--- config.mk ---
export PLATFORM = sky130hd
export DESIGN_NAME = seq_pattern_tx
export DESIGN_NICKNAME = d
export VERILOG_FILES = /design/src/rtl/seq_pattern_tx.sv
export SDC_FILE = /design/constraint.sdc
export NUM_CORES = 1
export LEC_CHECK = 0
export CAP_MARGIN = 30
export CORE_AREA = 2 2 55 57
export DETAILED_ROUTE_END_ITERATION = 8
export DIE_AREA = 0 0 57 59
export HOLD_SLACK_MARGIN = 0.08
export PLACE_DENSITY_LB_ADDON = 0.2
export SLEW_MARGIN = 40
export SYNTH_ARGS = -nofsm -noshare
export SYNTH_HDL_FRONTEND = slang
export SYNTH_SLANG_ARGS = --single-unit
--- constraint.sdc ---
create_clock -name clk -period 1.5 [get_ports clk]
set_input_delay 0.3 -clock clk [delete_from_list [all_inputs] [get_ports clk]]
set_output_delay 0.3 -clock clk [all_outputs]
set_load 0.03 [all_outputs]
--- src/rtl/seq_pattern_tx.sv ---
// Serial bit-pattern transmitter: shifts a latched pattern out MSB-first with
// repeats and optional inter-repeat gaps. SEQ_PATTERN_TX_EXPZ_EN adds exp_z (1010 reference).
module seq_pattern_tx #(
  parameter int W     = 8,
  parameter int RPT_W = 4,
  parameter int GAP   = 0,
  localparam int LW   = $clog2(W + 1)
) (
  input  logic             clk,
  input  logic             rst,
  input  logic             in_valid,
  output logic             in_ready,
  input  logic [W-1:0]     in_pat,
  input  logic [LW-1:0]    in_len,
  input  logic [RPT_W-1:0] in_rpt,
  output logic             x,
  output logic             x_valid,
  output logic             busy,
  output logic             done
`ifdef SEQ_PATTERN_TX_EXPZ_EN
  ,
  output logic             exp_z
`endif
);

  localparam int GW = (GAP > 1) ? $clog2(GAP) : 1;

  typedef enum logic [1:0] {ST_IDLE, ST_SHIFT, ST_GAP} state_t;

  state_t           r_state, w_nxt_state;
  logic [W-1:0]     r_pat;
  logic [LW-1:0]    r_len, r_idx, w_nxt_idx, w_len_c;
  logic [RPT_W-1:0] r_rpt, w_nxt_rpt;
  logic [GW-1:0]    r_gap, w_nxt_gap;
  logic             r_zdone;
  logic             w_accept;
  logic [W-1:0]     w_shifted;

  // A zero-length request still owns the pulse cycle, so in_ready drops there too.
  assign in_ready  = (r_state == ST_IDLE) && !r_zdone && !rst;
  assign w_accept  = in_valid && in_ready;
  assign w_len_c   = (in_len > LW'(W)) ? LW'(W) : in_len;
  assign busy      = (r_state != ST_IDLE);
  assign w_shifted = r_pat >> r_idx;

  always_comb begin
    // NOTE: every output of this block gets a default first so no path infers a latch.
    w_nxt_state = r_state;
    w_nxt_idx   = r_idx;
    w_nxt_rpt   = r_rpt;
    w_nxt_gap   = r_gap;
    x           = 1'b0;
    x_valid     = 1'b0;
    done        = r_zdone;
    case (r_state)
      ST_IDLE: begin
        if (w_accept && (w_len_c != '0)) begin
          w_nxt_state = ST_SHIFT;
          w_nxt_idx   = w_len_c - LW'(1);
          w_nxt_rpt   = in_rpt;
        end
      end
      ST_SHIFT: begin
        x       = w_shifted[0];
        x_valid = 1'b1;
        if (r_idx == '0) begin
          if (r_rpt == '0) begin
            done        = 1'b1;
            w_nxt_state = ST_IDLE;
          end else begin
            w_nxt_rpt = r_rpt - RPT_W'(1);
            if (GAP == 0) begin
              w_nxt_idx = r_len - LW'(1);
            end else begin
              w_nxt_state = ST_GAP;
              w_nxt_gap   = GW'(GAP - 1);
            end
          end
        end else begin
          w_nxt_idx = r_idx - LW'(1);
        end
      end
      ST_GAP: begin
        if (r_gap == '0) begin
          w_nxt_state = ST_SHIFT;
          w_nxt_idx   = r_len - LW'(1);
        end else begin
          w_nxt_gap = r_gap - GW'(1);
        end
      end
      default: w_nxt_state = ST_IDLE;
    endcase
  end

  // NOTE: sequential state uses non-blocking assignments so every register samples pre-edge values.
  always_ff @(posedge clk) begin
    if (rst) begin
      r_state <= ST_IDLE;
      r_pat   <= '0;
      r_len   <= '0;
      r_idx   <= '0;
      r_rpt   <= '0;
      r_gap   <= '0;
      r_zdone <= 1'b0;
    end else begin
      r_state <= w_nxt_state;
      r_idx   <= w_nxt_idx;
      r_rpt   <= w_nxt_rpt;
      r_gap   <= w_nxt_gap;
      r_zdone <= w_accept && (w_len_c == '0);
      if (w_accept) begin
        r_pat <= in_pat;
        r_len <= w_len_c;
      end
    end
  end

`ifdef SEQ_PATTERN_TX_EXPZ_EN
  typedef enum logic [1:0] {D_S0, D_S1, D_S2, D_S3} det_t;

  det_t r_det, w_det_nxt;

  // Overlapping Mealy 1010 reference; only qualified bits advance it.
  always_comb begin
    w_det_nxt = r_det;
    if (x_valid) begin
      case (r_det)
        D_S0:    w_det_nxt = x ? D_S1 : D_S0;
        D_S1:    w_det_nxt = x ? D_S1 : D_S2;
        D_S2:    w_det_nxt = x ? D_S3 : D_S0;
        D_S3:    w_det_nxt = x ? D_S1 : D_S2;
        default: w_det_nxt = D_S0;
      endcase
    end
  end

  always_ff @(posedge clk) begin
    if (rst) r_det <= D_S0;
    else     r_det <= w_det_nxt;
  end

  assign exp_z = x_valid && (r_det == D_S3) && !x;
`endif

endmodule

==> qor.csv <==
stage,metric,value,unit
floorplan,floorplan die width,57,um
grt,overall routing resource usage,20.43,%
power,cell area power density,871.5,nW/um^2
timing,number of hold violations in the final report,0,
grt,grt peak-use layer,met2,
setup_path,startpoint types,register,
synth,cell area after synthesis,1206,um^2
grt,wire length of the first global-routing pass,5444,um
clock_network,clock-pin slew on the worst setup and hold paths,140,ps
grt,number of global-route vias before repair,1217,
worst_hold_path,Hold Startpoint,in_valid,
setup_path,type of element capturing the critical path,output pin,
clock_network,deepest level of the CTS H-tree,1,
outcome,outcome,finished with violations,
routing,Avg WL per Cell,16.23,um
timing,final setup violation count,12,
routing,detail-routed via count per cell,5.341,
layout,fraction of final layout cells sized beyond drive strength 1,48.26,%
layout,area delta synth->final,69.81,%
clock_network,sink count of the clock tree,22,
grt,met2 track demand over resource in global routing,38.10,%
timing,minimum hold slack,439.1,ps
floorplan,overall die area,3363,um^2
grt,GR Overflow Total,0,
outcome,violations in the final reports,negative setup slack,
power,internal cell power,0.001218,W
clock_network,maximum clock insertion buffer count,2,
layout,fillers,191,
setup_path,largest stage delay on the critical path,490,ps
synth,Syn Area/Cell,8.677,um^2
layout,"most common cell after layout, fill and taps aside",sky130_fd_sc_hd__buf_4,
floorplan,count of standard-cell rows,19,
floorplan,placeable core region,2710,um^2
routing,Via Count,1239,
timing,unrepaired setup endpoints after global routing,yes,
routing,DRT iter0 DRCs,41,
clock_network,CTS tree,yes,
floorplan,effective utilization at floorplan,44.51,%
layout,"commonest non-fill, non-tap cells in the layout","sky130_fd_sc_hd__buf_4, sky130_fd_sc_hd__nand2_1, sky130_fd_sc_hd__dfxtp_1, sky130_fd_sc_hd__clkdlybuf4s50_1, sky130_fd_sc_hd__buf_6",
clock_network,post-cts hold buffer count,0,
clock_network,clock tree root buffer cell,sky130_fd_sc_hd__clkbuf_4,
routing,aggregate routed wire length,3765,um
synth,largest area contributor in the synthesized netlist,sky130_fd_sc_hd__dfxtp_1,
power,Logic pwr share,39.2,%
power,static leakage,0.8151,nW
grt,number of antenna violations at the first check in global routing,0,
layout,Finished Cell Area,2048,um^2
synth,number of nets in the synthesized netlist,160,
floorplan,die span in y,59,um
routing,number of iterations in the first detailed-routing pass,4,
layout,count of antenna diodes in the layout,0,
timing,worst setup slack after layout,-443.9,ps
synth,most area-consuming cells after synthesis,"sky130_fd_sc_hd__dfxtp_1, sky130_fd_sc_hd__nand2_1, sky130_fd_sc_hd__a21oi_1, sky130_fd_sc_hd__nor2_1, sky130_fd_sc_hd__mux4_2",
worst_hold_path,cell depth of the worst hold path,3,
grt,pin count of the biggest net entering global routing,23,
setup_path,list of cells traversed by the critical path,mux4_2 > mux2i_1 > nor2_1 > buf_4,
worst_hold_path,Tightest Hold Check Type,in -> reg,
synth,prevailing post-synth register cell,sky130_fd_sc_hd__dfxtp_1,
layout,number of cells in the finished layout apart from fillers,232,
setup_path,CP required,1200,ps
place,HPWL reported at the end of detailed placement,2085,um
synth,Gate Count Post-Synth,139,
synth,count of synthesis-stage warnings from yosys,0,
synth,count of flip-flops with a built-in enable after synthesis,0,
power,Switch Pwr,0.0005668,W
synth,share of the yosys chip area belonging to registers,36.51,%
setup_path,maximum fanout count along the critical path,3,
timing,top achievable clock speed,514.4,MHz
setup_path,setup slack on the worst flop-to-flop path,-300,ps
grt,met1 layer usage reported by global route,24.83,%
timing,final critical path time including I/O delays and setup,1944,ps
floorplan,I/O pin cnt,24,
timing,total negative slack,-2118,ps
power,share of power burned in registers,37.8,%
place,RD Place Congestion,0.8713,
setup_path,Worst Path Arrival,1640,ps
place,PortBufs,23,
synth,"Distinct cells, synth",44,
setup_path,worst reg2reg endpoint,r_idx[2],
setup_path,Crit Path Category,reg -> out,
job,max-capacitance violation count,0,
timing,Max Slew Vio Count,0,
routing,number of nets with antenna violations after routing,0,
setup_path,number of cells on the worst reg-to-reg path,9,
synth,top cell type's share of synthesized area,36.51,%
grt,met3 Resource Use GR,1.965,%
worst_hold_path,terminating pin of the worst hold path,r_zdone,
synth,register bit total from synthesis,22,
clock_network,CTS Buf Count,3,
clock_network,source-to-sink clock delay at the later pin of the worst-skew pair,320,ps
timing,largest clock skew in the final design,3.027,ps
layout,layout net count,223,
power,switching share of total power,31.75,%
power,relative contribution of the clock network to total power,23.0,%
timing,actual transition at the worst max-transition pin,419.7,ps
timing,remaining max-slew budget at the tightest pin,71.96,%
setup_path,Crit-path slowest cell,sky130_fd_sc_hd__mux4_2,
place,Setup WS pre-CTS,-500.7,ps
setup_path,worst flop-to-flop path startpoint,r_idx[0],
synth,Synth async-reset ratio,0,%
power,VDD IR max,736.0,uV
timing,post-route fraction of the period consumed by the critical path,129.6,%
place,DP Cell Count,214,
place,instance area after placement,1659,um^2
routing,DRC violations left,0,
==> stage by stage <==
step	power (W)	util, %
5_1_grt	0.001867	75.58
3_3_place_gp	0.001139	61.22
2_1_floorplan	0.0009395	-
3_5_place_dp	0.001151	61.22
4_1_cts	0.001701	71.28
6_report	0.001785	75.58
==> cell usage after synthesis (2+ instances only) <==
cell                        n
sky130_fd_sc_hd__nand2_1   23
sky130_fd_sc_hd__dfxtp_1   22
sky130_fd_sc_hd__a21oi_1   15
sky130_fd_sc_hd__nor2_1    13
sky130_fd_sc_hd__clkbuf_1   4
sky130_fd_sc_hd__inv_1      4
sky130_fd_sc_hd__mux2i_1    4
sky130_fd_sc_hd__nand2b_1   4
sky130_fd_sc_hd__nor3_1     4
sky130_fd_sc_hd__nor2b_1    3
sky130_fd_sc_hd__nor3b_1    3
sky130_fd_sc_hd__and2_1     2
sky130_fd_sc_hd__and3_1     2
sky130_fd_sc_hd__buf_2      2
sky130_fd_sc_hd__ha_1       2
sky130_fd_sc_hd__mux4_2     2
sky130_fd_sc_hd__nand3b_1   2
sky130_fd_sc_hd__o21ai_0    2
==> timing repair <==
action,CTS,global route
setup buffers,11,4
gates resized for setup,52,17
pin swaps,16,5
gates cloned,0,1
setup endpoints to repair,15,14
==> power by group through the flow <==
stage / Sequential (W) / Combinational (W) / Clock, W
finish: 0.000675 / 0.000700 / 0.000410
global route: 0.000682 / 0.000737 / 0.000448
CTS: 0.000672 / 0.000615 / 0.000413
detailed placement: 0.000674 / 0.000477 / 0
global placement: 0.000673 / 0.000465 / 0
floorplan: 0.000676 / 0.000264 / 0
==> worst max-delay path: cells and delay by family, from the launching register on <==
family	cells	cell delay, ps
and+or+nand+nor	1	80
muxes	2	690
buffers and inverters	1	170
DFF	1	390
==> state kept, by name, indices dropped and copies added (netlist names) <==
name and cells:
r_idx 4, r_zdone 1, r_len 4, r_state 1, r_rpt 4, r_pat 8
==> area by class of cell <==
| cell class | instances | area, um^2 | share of cell area, % |
|---|---|---|---|
| inverters | 4 | 15.01 | 0.7330 |
| flip-flops and latches | 22 | 452.9 | 22.11 |
| well taps | 31 | 38.79 | 1.894 |
| multi-input cells | 105 | 870.8 | 42.52 |
| repair buffers | 66 | 623.1 | 30.42 |
| clock buffers | 4 | 47.55 | 2.321 |
==> cells by family (layout without fill, tap and decap cells) <==
group,count (synthesis),count (layout),share of synthesized area [%]
fa+ha+maj,2,2,2.074
buf+inv,12,74,4.875
compound gates,32,32,19.50
mux,6,6,7.054
flops,22,22,36.51
simple gates,65,65,29.98
==> worst max-delay path by stage <==
stage | end | depth (start not counted) | from
5_1_grt | x | 4 | r_idx[0]
2_1_floorplan | r_rpt[3] | 6 | r_state[0]
6_report | x | 4 | r_idx[0]
3_3_place_gp | r_idx[3] | 6 | rst
4_1_cts | x | 4 | r_idx[0]
3_5_place_dp | r_rpt[3] | 6 | rst
==> metal layers <==
metal | share of wire, % | vias to the layer above
li1 | - | 614
met1 | 41 | 595
met2 | 54 | 26
met3 | 3.3 | 4
met4 | 1.6 | 0
met5 | 0 | -
(Power assumes the default switching activity.)
